## config.mk

```make
export PLATFORM = sky130hd
export DESIGN_NAME = button_debounce_flat
export DESIGN_NICKNAME = d
export VERILOG_FILES = /design/src/rtl/button_debounce_pkg.sv /design/src/rtl/button_debounce_if.sv /design/src/rtl/button_debounce_channel.sv /design/src/rtl/button_debounce.sv /design/src/flat_wrapper.sv
export SDC_FILE = /design/constraint.sdc
export NUM_CORES = 1
export LEC_CHECK = 0
export ABC_AREA = 1
export ABC_CLOCK_PERIOD_IN_PS = 5900
export CORE_ASPECT_RATIO = 1.4
export CORE_MARGIN = 2
export CORE_UTILIZATION = 60
export CTS_BUF_LIST = sky130_fd_sc_hd__clkbuf_4 sky130_fd_sc_hd__clkbuf_8 sky130_fd_sc_hd__clkbuf_16
export DETAILED_ROUTE_END_ITERATION = 12
export GPL_ROUTABILITY_DRIVEN = 0
export PLACE_DENSITY_LB_ADDON = 0.08
export SETUP_SLACK_MARGIN = 0.05
export SYNTH_ARGS = -nofsm -noshare
export SYNTH_HDL_FRONTEND = slang
export SYNTH_HIERARCHICAL = 1
export SYNTH_SLANG_ARGS = --single-unit
```

## constraint.sdc

```tcl
create_clock -name clk -period 5.9 [get_ports clk]
set_clock_uncertainty 0.15 [all_clocks]
set_input_delay 1.18 -clock clk [delete_from_list [all_inputs] [get_ports clk]]
set_output_delay 1.18 -clock clk [all_outputs]
set_load 0.05 [all_outputs]
```

## src/rtl/button_debounce_pkg.sv

```systemverilog
`default_nettype none
// ============================================================================
// Module      : button_debounce_pkg
// Description : Channel state encoding and counter-width helpers for the
//               button debouncer.
// Revision    : 1.0
// ============================================================================
package button_debounce_pkg;

    typedef enum logic [1:0] {
        S_LOW  = 2'd0,
        S_RISE = 2'd1,
        S_HIGH = 2'd2,
        S_FALL = 2'd3
    } state_t;

    // Width of the agreeing-sample counter; it must be able to hold STABLE_SAMPLES
    function automatic int cnt_width(input int stable_samples);
        return $clog2(stable_samples + 1);
    endfunction

    // Width of the long-press counter; it saturates at HOLD_SAMPLES
    function automatic int hold_width(input int hold_samples);
        return $clog2(hold_samples + 1);
    endfunction

endpackage
`default_nettype wire

```

## src/rtl/button_debounce_if.sv

```systemverilog
`default_nettype none
// ============================================================================
// Module      : button_debounce_if
// Description : Raw button / strobe inputs and debounced outputs of the
//               button debouncer.
// Revision    : 1.0
// ============================================================================
interface button_debounce_if #(
    parameter int N_BTN = 5
);
    import button_debounce_pkg::*;

    logic             de_clk;
    logic [N_BTN-1:0] btn_in;
    logic             sample_tick;
    logic [N_BTN-1:0] btn_level;
    logic [N_BTN-1:0] btn_press;
    logic [N_BTN-1:0] btn_release;
    logic [N_BTN-1:0] btn_hold;

    // Debouncer side
    modport slave (
        input  de_clk,
        input  btn_in,
        output sample_tick,
        output btn_level,
        output btn_press,
        output btn_release,
        output btn_hold
    );

    // Stimulus / consumer side
    modport master (
        output de_clk,
        output btn_in,
        input  sample_tick,
        input  btn_level,
        input  btn_press,
        input  btn_release,
        input  btn_hold
    );

endinterface
`default_nettype wire

```

## src/rtl/button_debounce_channel.sv

```systemverilog
`default_nettype none
// ============================================================================
// Module      : debounce_channel
// Description : One debounced button: four-state acceptance FSM, agreeing-
//               sample and long-press counters, registered outputs.
// Revision    : 1.0
// ============================================================================
module debounce_channel
    import button_debounce_pkg::*;
#(
    parameter int STABLE_SAMPLES = 4,
    parameter int HOLD_SAMPLES   = 64
) (
    input  wire  clk,
    input  wire  clr_n,
    input  wire  tick,
    input  wire  sample,
    output logic level,
    output logic press,
    output logic release_pulse,
    output logic hold
);

    localparam int CNT_W  = cnt_width(STABLE_SAMPLES);
    localparam int HOLD_W = hold_width(HOLD_SAMPLES);

    localparam logic [CNT_W-1:0]  c_stable = CNT_W'(STABLE_SAMPLES);
    localparam logic [HOLD_W-1:0] c_hold   = HOLD_W'(HOLD_SAMPLES);

    state_t              r_state;
    state_t              w_state_nxt;
    logic [CNT_W-1:0]    r_cnt;
    logic [CNT_W-1:0]    w_cnt_nxt;
    logic [CNT_W-1:0]    w_cnt_inc;
    logic [HOLD_W-1:0]   r_hold_cnt;
    logic [HOLD_W-1:0]   w_hold_cnt_nxt;
    logic                w_press_nxt;
    logic                w_release_nxt;
    logic                w_level_nxt;
    logic                w_hold_nxt;

    logic r_level;
    logic r_press;
    logic r_release;
    logic r_hold;

    assign w_cnt_inc = r_cnt + CNT_W'(1);

    always_comb begin
        w_state_nxt    = r_state;
        w_cnt_nxt      = r_cnt;
        w_hold_cnt_nxt = r_hold_cnt;
        w_press_nxt    = 1'b0;
        w_release_nxt  = 1'b0;

        if (tick) begin
            case (r_state)
                S_LOW: begin
                    if (sample) begin
                        if (STABLE_SAMPLES == 1) begin
                            w_state_nxt    = S_HIGH;
                            w_cnt_nxt      = '0;
                            w_hold_cnt_nxt = '0;
                            w_press_nxt    = 1'b1;
                        end else begin
                            w_state_nxt = S_RISE;
                            w_cnt_nxt   = CNT_W'(1);
                        end
                    end
                end
                S_RISE: begin
                    if (sample) begin
                        if (w_cnt_inc == c_stable) begin
                            w_state_nxt    = S_HIGH;
                            w_cnt_nxt      = '0;
                            w_hold_cnt_nxt = '0;
                            w_press_nxt    = 1'b1;
                        end else begin
                            w_cnt_nxt = w_cnt_inc;
                        end
                    end else begin
                        // Bounce before acceptance is silently discarded
                        w_state_nxt = S_LOW;
                        w_cnt_nxt   = '0;
                    end
                end
                S_HIGH: begin
                    if (!sample) begin
                        if (STABLE_SAMPLES == 1) begin
                            w_state_nxt    = S_LOW;
                            w_cnt_nxt      = '0;
                            w_hold_cnt_nxt = '0;
                            w_release_nxt  = 1'b1;
                        end else begin
                            w_state_nxt = S_FALL;
                            w_cnt_nxt   = CNT_W'(1);
                        end
                    end else if (r_hold_cnt != c_hold) begin
                        w_hold_cnt_nxt = r_hold_cnt + HOLD_W'(1);
                    end
                end
                S_FALL: begin
                    if (!sample) begin
                        if (w_cnt_inc == c_stable) begin
                            w_state_nxt    = S_LOW;
                            w_cnt_nxt      = '0;
                            w_hold_cnt_nxt = '0;
                            w_release_nxt  = 1'b1;
                        end else begin
                            w_cnt_nxt = w_cnt_inc;
                        end
                    end else begin
                        // Glitch low while held: long-press progress is kept
                        w_state_nxt = S_HIGH;
                        w_cnt_nxt   = '0;
                    end
                end
                default: begin
                    w_state_nxt    = S_LOW;
                    w_cnt_nxt      = '0;
                    w_hold_cnt_nxt = '0;
                end
            endcase
        end
    end

    assign w_level_nxt = (w_state_nxt == S_HIGH) || (w_state_nxt == S_FALL);
    assign w_hold_nxt  = w_level_nxt && (w_hold_cnt_nxt == c_hold);

    always_ff @(posedge clk or negedge clr_n) begin
        if (!clr_n) begin
            r_state    <= S_LOW;
            r_cnt      <= '0;
            r_hold_cnt <= '0;
            r_level    <= 1'b0;
            r_press    <= 1'b0;
            r_release  <= 1'b0;
            r_hold     <= 1'b0;
        end else begin
            r_state    <= w_state_nxt;
            r_cnt      <= w_cnt_nxt;
            r_hold_cnt <= w_hold_cnt_nxt;
            r_level    <= w_level_nxt;
            r_press    <= w_press_nxt;
            r_release  <= w_release_nxt;
            r_hold     <= w_hold_nxt;
        end
    end

    assign level         = r_level;
    assign press         = r_press;
    assign release_pulse = r_release;
    assign hold          = r_hold;

endmodule
`default_nettype wire

```

## src/rtl/button_debounce.sv

```systemverilog
`default_nettype none
// ============================================================================
// Module      : button_debounce
// Description : Synchronises the divided debounce clock into a sample strobe
//               and the raw buttons, then debounces each button independently.
// Revision    : 1.0
// ============================================================================
module button_debounce
    import button_debounce_pkg::*;
#(
    parameter int N_BTN          = 5,
    parameter int STABLE_SAMPLES = 4,
    parameter int HOLD_SAMPLES   = 64
) (
    input wire              clk,
    input wire              clr_n,
    button_debounce_if.slave bus
);

    logic             r_de_meta;
    logic             r_de_sync;
    logic             r_de_prev;
    logic             r_tick;
    logic [N_BTN-1:0] r_btn_meta;
    logic [N_BTN-1:0] r_btn_sync;

    logic [N_BTN-1:0] w_level;
    logic [N_BTN-1:0] w_press;
    logic [N_BTN-1:0] w_release;
    logic [N_BTN-1:0] w_hold;

    // de_clk is only ever data here; its synced rising edge becomes the strobe
    always_ff @(posedge clk or negedge clr_n) begin
        if (!clr_n) begin
            r_de_meta <= 1'b0;
            r_de_sync <= 1'b0;
            r_de_prev <= 1'b0;
            r_tick    <= 1'b0;
        end else begin
            r_de_meta <= bus.de_clk;
            r_de_sync <= r_de_meta;
            r_de_prev <= r_de_sync;
            r_tick    <= r_de_sync & ~r_de_prev;
        end
    end

    always_ff @(posedge clk or negedge clr_n) begin
        if (!clr_n) begin
            r_btn_meta <= '0;
            r_btn_sync <= '0;
        end else begin
            r_btn_meta <= bus.btn_in;
            r_btn_sync <= r_btn_meta;
        end
    end

    for (genvar i = 0; i < N_BTN; i++) begin : g_chan
        debounce_channel #(
            .STABLE_SAMPLES (STABLE_SAMPLES),
            .HOLD_SAMPLES   (HOLD_SAMPLES)
        ) u_chan (
            .clk           (clk),
            .clr_n         (clr_n),
            .tick          (r_tick),
            .sample        (r_btn_sync[i]),
            .level         (w_level[i]),
            .press         (w_press[i]),
            .release_pulse (w_release[i]),
            .hold          (w_hold[i])
        );
    end

    assign bus.sample_tick = r_tick;
    assign bus.btn_level   = w_level;
    assign bus.btn_press   = w_press;
    assign bus.btn_release = w_release;
    assign bus.btn_hold    = w_hold;

endmodule
`default_nettype wire

```

## src/flat_wrapper.sv

```systemverilog
// flat-port wrapper written by rule: the top's interface ports become plain ports
module button_debounce_flat import button_debounce_pkg::*;
#(
    parameter int N_BTN          = 5,
    parameter int STABLE_SAMPLES = 4,
    parameter int HOLD_SAMPLES   = 64
)
  (clk, clr_n, bus_de_clk, bus_btn_in, bus_sample_tick, bus_btn_level, bus_btn_press, bus_btn_release, bus_btn_hold);
  button_debounce_if #(.N_BTN(N_BTN)) bus_i ();
  input wire clk;
  input wire clr_n;
  input wire logic [$bits(bus_i.de_clk)-1:0] bus_de_clk;
  input wire logic [$bits(bus_i.btn_in)-1:0] bus_btn_in;
  output wire logic [$bits(bus_i.sample_tick)-1:0] bus_sample_tick;
  output wire logic [$bits(bus_i.btn_level)-1:0] bus_btn_level;
  output wire logic [$bits(bus_i.btn_press)-1:0] bus_btn_press;
  output wire logic [$bits(bus_i.btn_release)-1:0] bus_btn_release;
  output wire logic [$bits(bus_i.btn_hold)-1:0] bus_btn_hold;
  assign bus_i.de_clk = bus_de_clk;
  assign bus_i.btn_in = bus_btn_in;
  assign bus_sample_tick = bus_i.sample_tick;
  assign bus_btn_level = bus_i.btn_level;
  assign bus_btn_press = bus_i.btn_press;
  assign bus_btn_release = bus_i.btn_release;
  assign bus_btn_hold = bus_i.btn_hold;
  button_debounce #(.N_BTN(N_BTN), .STABLE_SAMPLES(STABLE_SAMPLES), .HOLD_SAMPLES(HOLD_SAMPLES)) u_core (.clk(clk), .clr_n(clr_n), .bus(bus_i));
endmodule
```

==> results.md <==
* Outcome: finished clean
* Leading area contributor after synthesis: dfrtp_1
* Initial Util at 61.74%
* Number of synthesized flops with an enable pin at 0
* Input/output buffers at 28
* Core Rows at 41
* Mapped Cells at 753
* PD cells at 279.2 mW/mm2
* Req. time, crit path at 4.57 ns
* Initial DRC count at 231
* Most frequent cells after synthesis: nand2_1, inv_1, dfrtp_1
* Yosys Warn Count at 6
* Placed cell count at 883
* Final worst-path cycle share at 47.74%
* Max-cap violations at 0
* Overflow after GRT at 0
* Clk sinks at 94
* Worst path slowest cell: clkdlybuf4s50_1
* Final non-filler cell area at 0.006186 mm2
* Multi-input logic area at 0.002694 mm2
* Type of origin of the critical path: flip-flop
* Worst reg2reg startpoint: u_core/bus.sample_tick
* CP Cell Sequence: clkdlybuf4s50_1
* DRC at 0
* NumNets Final at 817
* Die H at 117.7 um
* Setup tns final at 0 ns
* RR Endpoint: u_core/g_chan[1].u_chan/hold
* Worst Hold Class: reg2reg
* Seq/Total Area, Yosys at 42.44%
* Fill cells at 750
* Vias at 4852
* Reg2Reg Setup Slack at 3.79 ns
* Share of cells above drive strength 1 at 10.86%
* Total global-route track usage at 24.20%
* Worst Hold End: u_core/r_btn_sync[3]
* Register area at 0.002352 mm2
* RSZ-0062 raised after global routing: false
* Crit path max fanout at 2
* CTS tree: yes
* CP delay by family, top: buffers and inverters
* Synthesized area per cell at 7.361 um2
* CP Class: reg2out
* Pins Over Slew Limit at 0
* Post-Synthesis Cell Area at 0.005543 mm2
* Root Buffer: clkbuf_16
* Max Fclk at 0.3550 GHz
* IR Drop Worst-Case VDD at 0.0002098 V
* Post-Place Setup Slack at 3.441 ns
* CTS H-tree depth at 3
* Initial antenna violation count at 0
* Leak at 3.098 nW
* Final Hold Fails at 0
* DR pass1 iterations at 5
* Worst Path Arrival at 1.49 ns
* Routed len/inst at 12.49 um
* Nature of the critical path endpoint: primary output
* Clk_lat worst skew at 0.34 ns
* Seq cells post-synth at 94
* Post-layout min period at 2.817 ns
* Slew @ Worst Pin at 0.6364 ns
* Synth Area in XOR/XNOR at 0%
* Clock Tree Buf Depth at 2
* CORE AREA at 0.008977 mm2
* Largest net degree at the start of global routing at 54
* Sum of buffers and inverters on the critical path at 1
* Vias per std cell at 5.397
* Share of the synthesized area in the top cell type at 42.44%
* Reg2reg path depth at 8
* # setup viols final at 0
* Ys flop type: dfrtp_1
* Post-route ant nets at 0
* Synth top area cells: dfrtp_1, nand2_1, inv_1
* DPL Wire Length at 8.293 mm
* Net Count, Synth at 783
* Compound-Gate Fraction of Synth Area at 6.501%
* Die W at 85.23 um
* Reg clk slew, reported paths at 0.06 ns
* Final worst slack at 3.083 ns
* Largest family of logic cells by synthesized area: simple AND/OR/NAND/NOR gates
* Post-synthesis adder-cell area fraction at 4.966%
* Final std cells w/o fill at 899
* Io pins at 29
* Ant. Diodes at 0
* Hold Buf Count CTS at 0
* Post-Synth Simple-Gate Area at 37.13%
* Distinct cells, synth at 28
* Largest stage delay on the critical path at 0.80 ns
* Post_cts resized at 0
* Die area at 0.01003 mm2
* Worst rel slew slack at 57.57%
* Number of global-route vias before repair at 4769
* HP Start: u_core/r_btn_meta[3]
* Worst hold path stage count at 0
* Placed Area at 0.005902 mm2
* Global-route wire length before repair at 20.18 mm
* Asr flop ratio synth at 100.0%
* WHS at 0.1995 ns
* Most numerous cell in the Yosys netlist: nand2_1
* TritonCTS Buffers at 9
* P&R area growth vs syn at 11.60%
* Total Wirelength at 11.23 mm
* Post-CTS Repair Setup Buffers at 0
* Post-synthesis mux area share at 0%
## flip-flops by register name, indices dropped and copies added, names as in the netlist
signal / cells
u_core/bus.sample_tick: 1
u_core/g_chan.u_chan/hold: 5
u_core/g_chan.u_chan/level: 5
u_core/g_chan.u_chan/press: 5
u_core/g_chan.u_chan/r_cnt: 15
u_core/g_chan.u_chan/r_hold_cnt: 35
u_core/g_chan.u_chan/r_state: 10
u_core/g_chan.u_chan/release_pulse: 5
u_core/r_btn_meta: 5
u_core/r_btn_sync: 5
u_core/r_de_meta: 1
u_core/r_de_prev: 1
u_core/r_de_sync: 1
## cell families after synthesis
logic type	Yosys count
DFF	94
and+or+nand+nor	458
buffers and inverters	121
AOI/OAI and AO/OA	58
adders and majority gates	22
## worst max path at each step
stage | start | endpoint | slack [ns] | cells after the start
floorplan | u_core/bus.sample_tick | bus_sample_tick | 3.54 | 0
CTS | u_core/bus.sample_tick | bus_sample_tick | 3.06 | 1
global placement | u_core/bus.sample_tick | bus_sample_tick | 3.45 | 1
finish | u_core/bus.sample_tick | bus_sample_tick | 3.08 | 1
global route | u_core/bus.sample_tick | bus_sample_tick | 3.04 | 1
detailed placement | clr_n | u_core/g_chan[4].u_chan/r_hold_cnt[6] | 3.44 | 2
## final cells by class
type,count,area share [%]
Tap cell,107,2.164
Clock buffer,12,4.106
Clock inverter,4,0.4854
Multi-Input combinational cell,538,43.55
Inverter,114,6.938
Timing Repair Buffer,30,4.733
Sequential cell,94,38.03
## metrics by stage
stage,power [W],util (%)
finish,0.001727,68.91
global route,0.001843,68.91
CTS,0.001747,68.91
detailed placement,0.001195,65.74
global placement,0.001178,65.74
floorplan,0.001090,-
## layout by cell type (no fill, tap or decap), types with 19 or more instances in the layout
master | Yosys | layout
ha_1 | 22 | 22
nand2_1 | 233 | 233
dfrtp_1 | 94 | 94
clkdlybuf4s50_1 | 0 | 27
nor2_1 | 78 | 78
o21ai_0 | 28 | 28
nand2_2 | 19 | 19
nand4_1 | 22 | 22
inv_1 | 98 | 98
nand3_1 | 61 | 61
## per-layer routing
metal,up-vias,track usage (%),share of wire (%)
met5,-,0,0
met4,0,9.821,2.2
met3,20,4.137,3.8
met2,126,42.43,52
met1,2254,28.98,42
li1,2452,-,-
## power breakdown
part / switching [W] / leakage (nW) / internal, W
registers: 0.0000793 / 1.25 / 0.000712
logic: 0.000263 / 1.71 / 0.000129
clock network: 0.000236 / 0.140 / 0.000309
No activity file was read; power rests on OpenSTA's default activity.
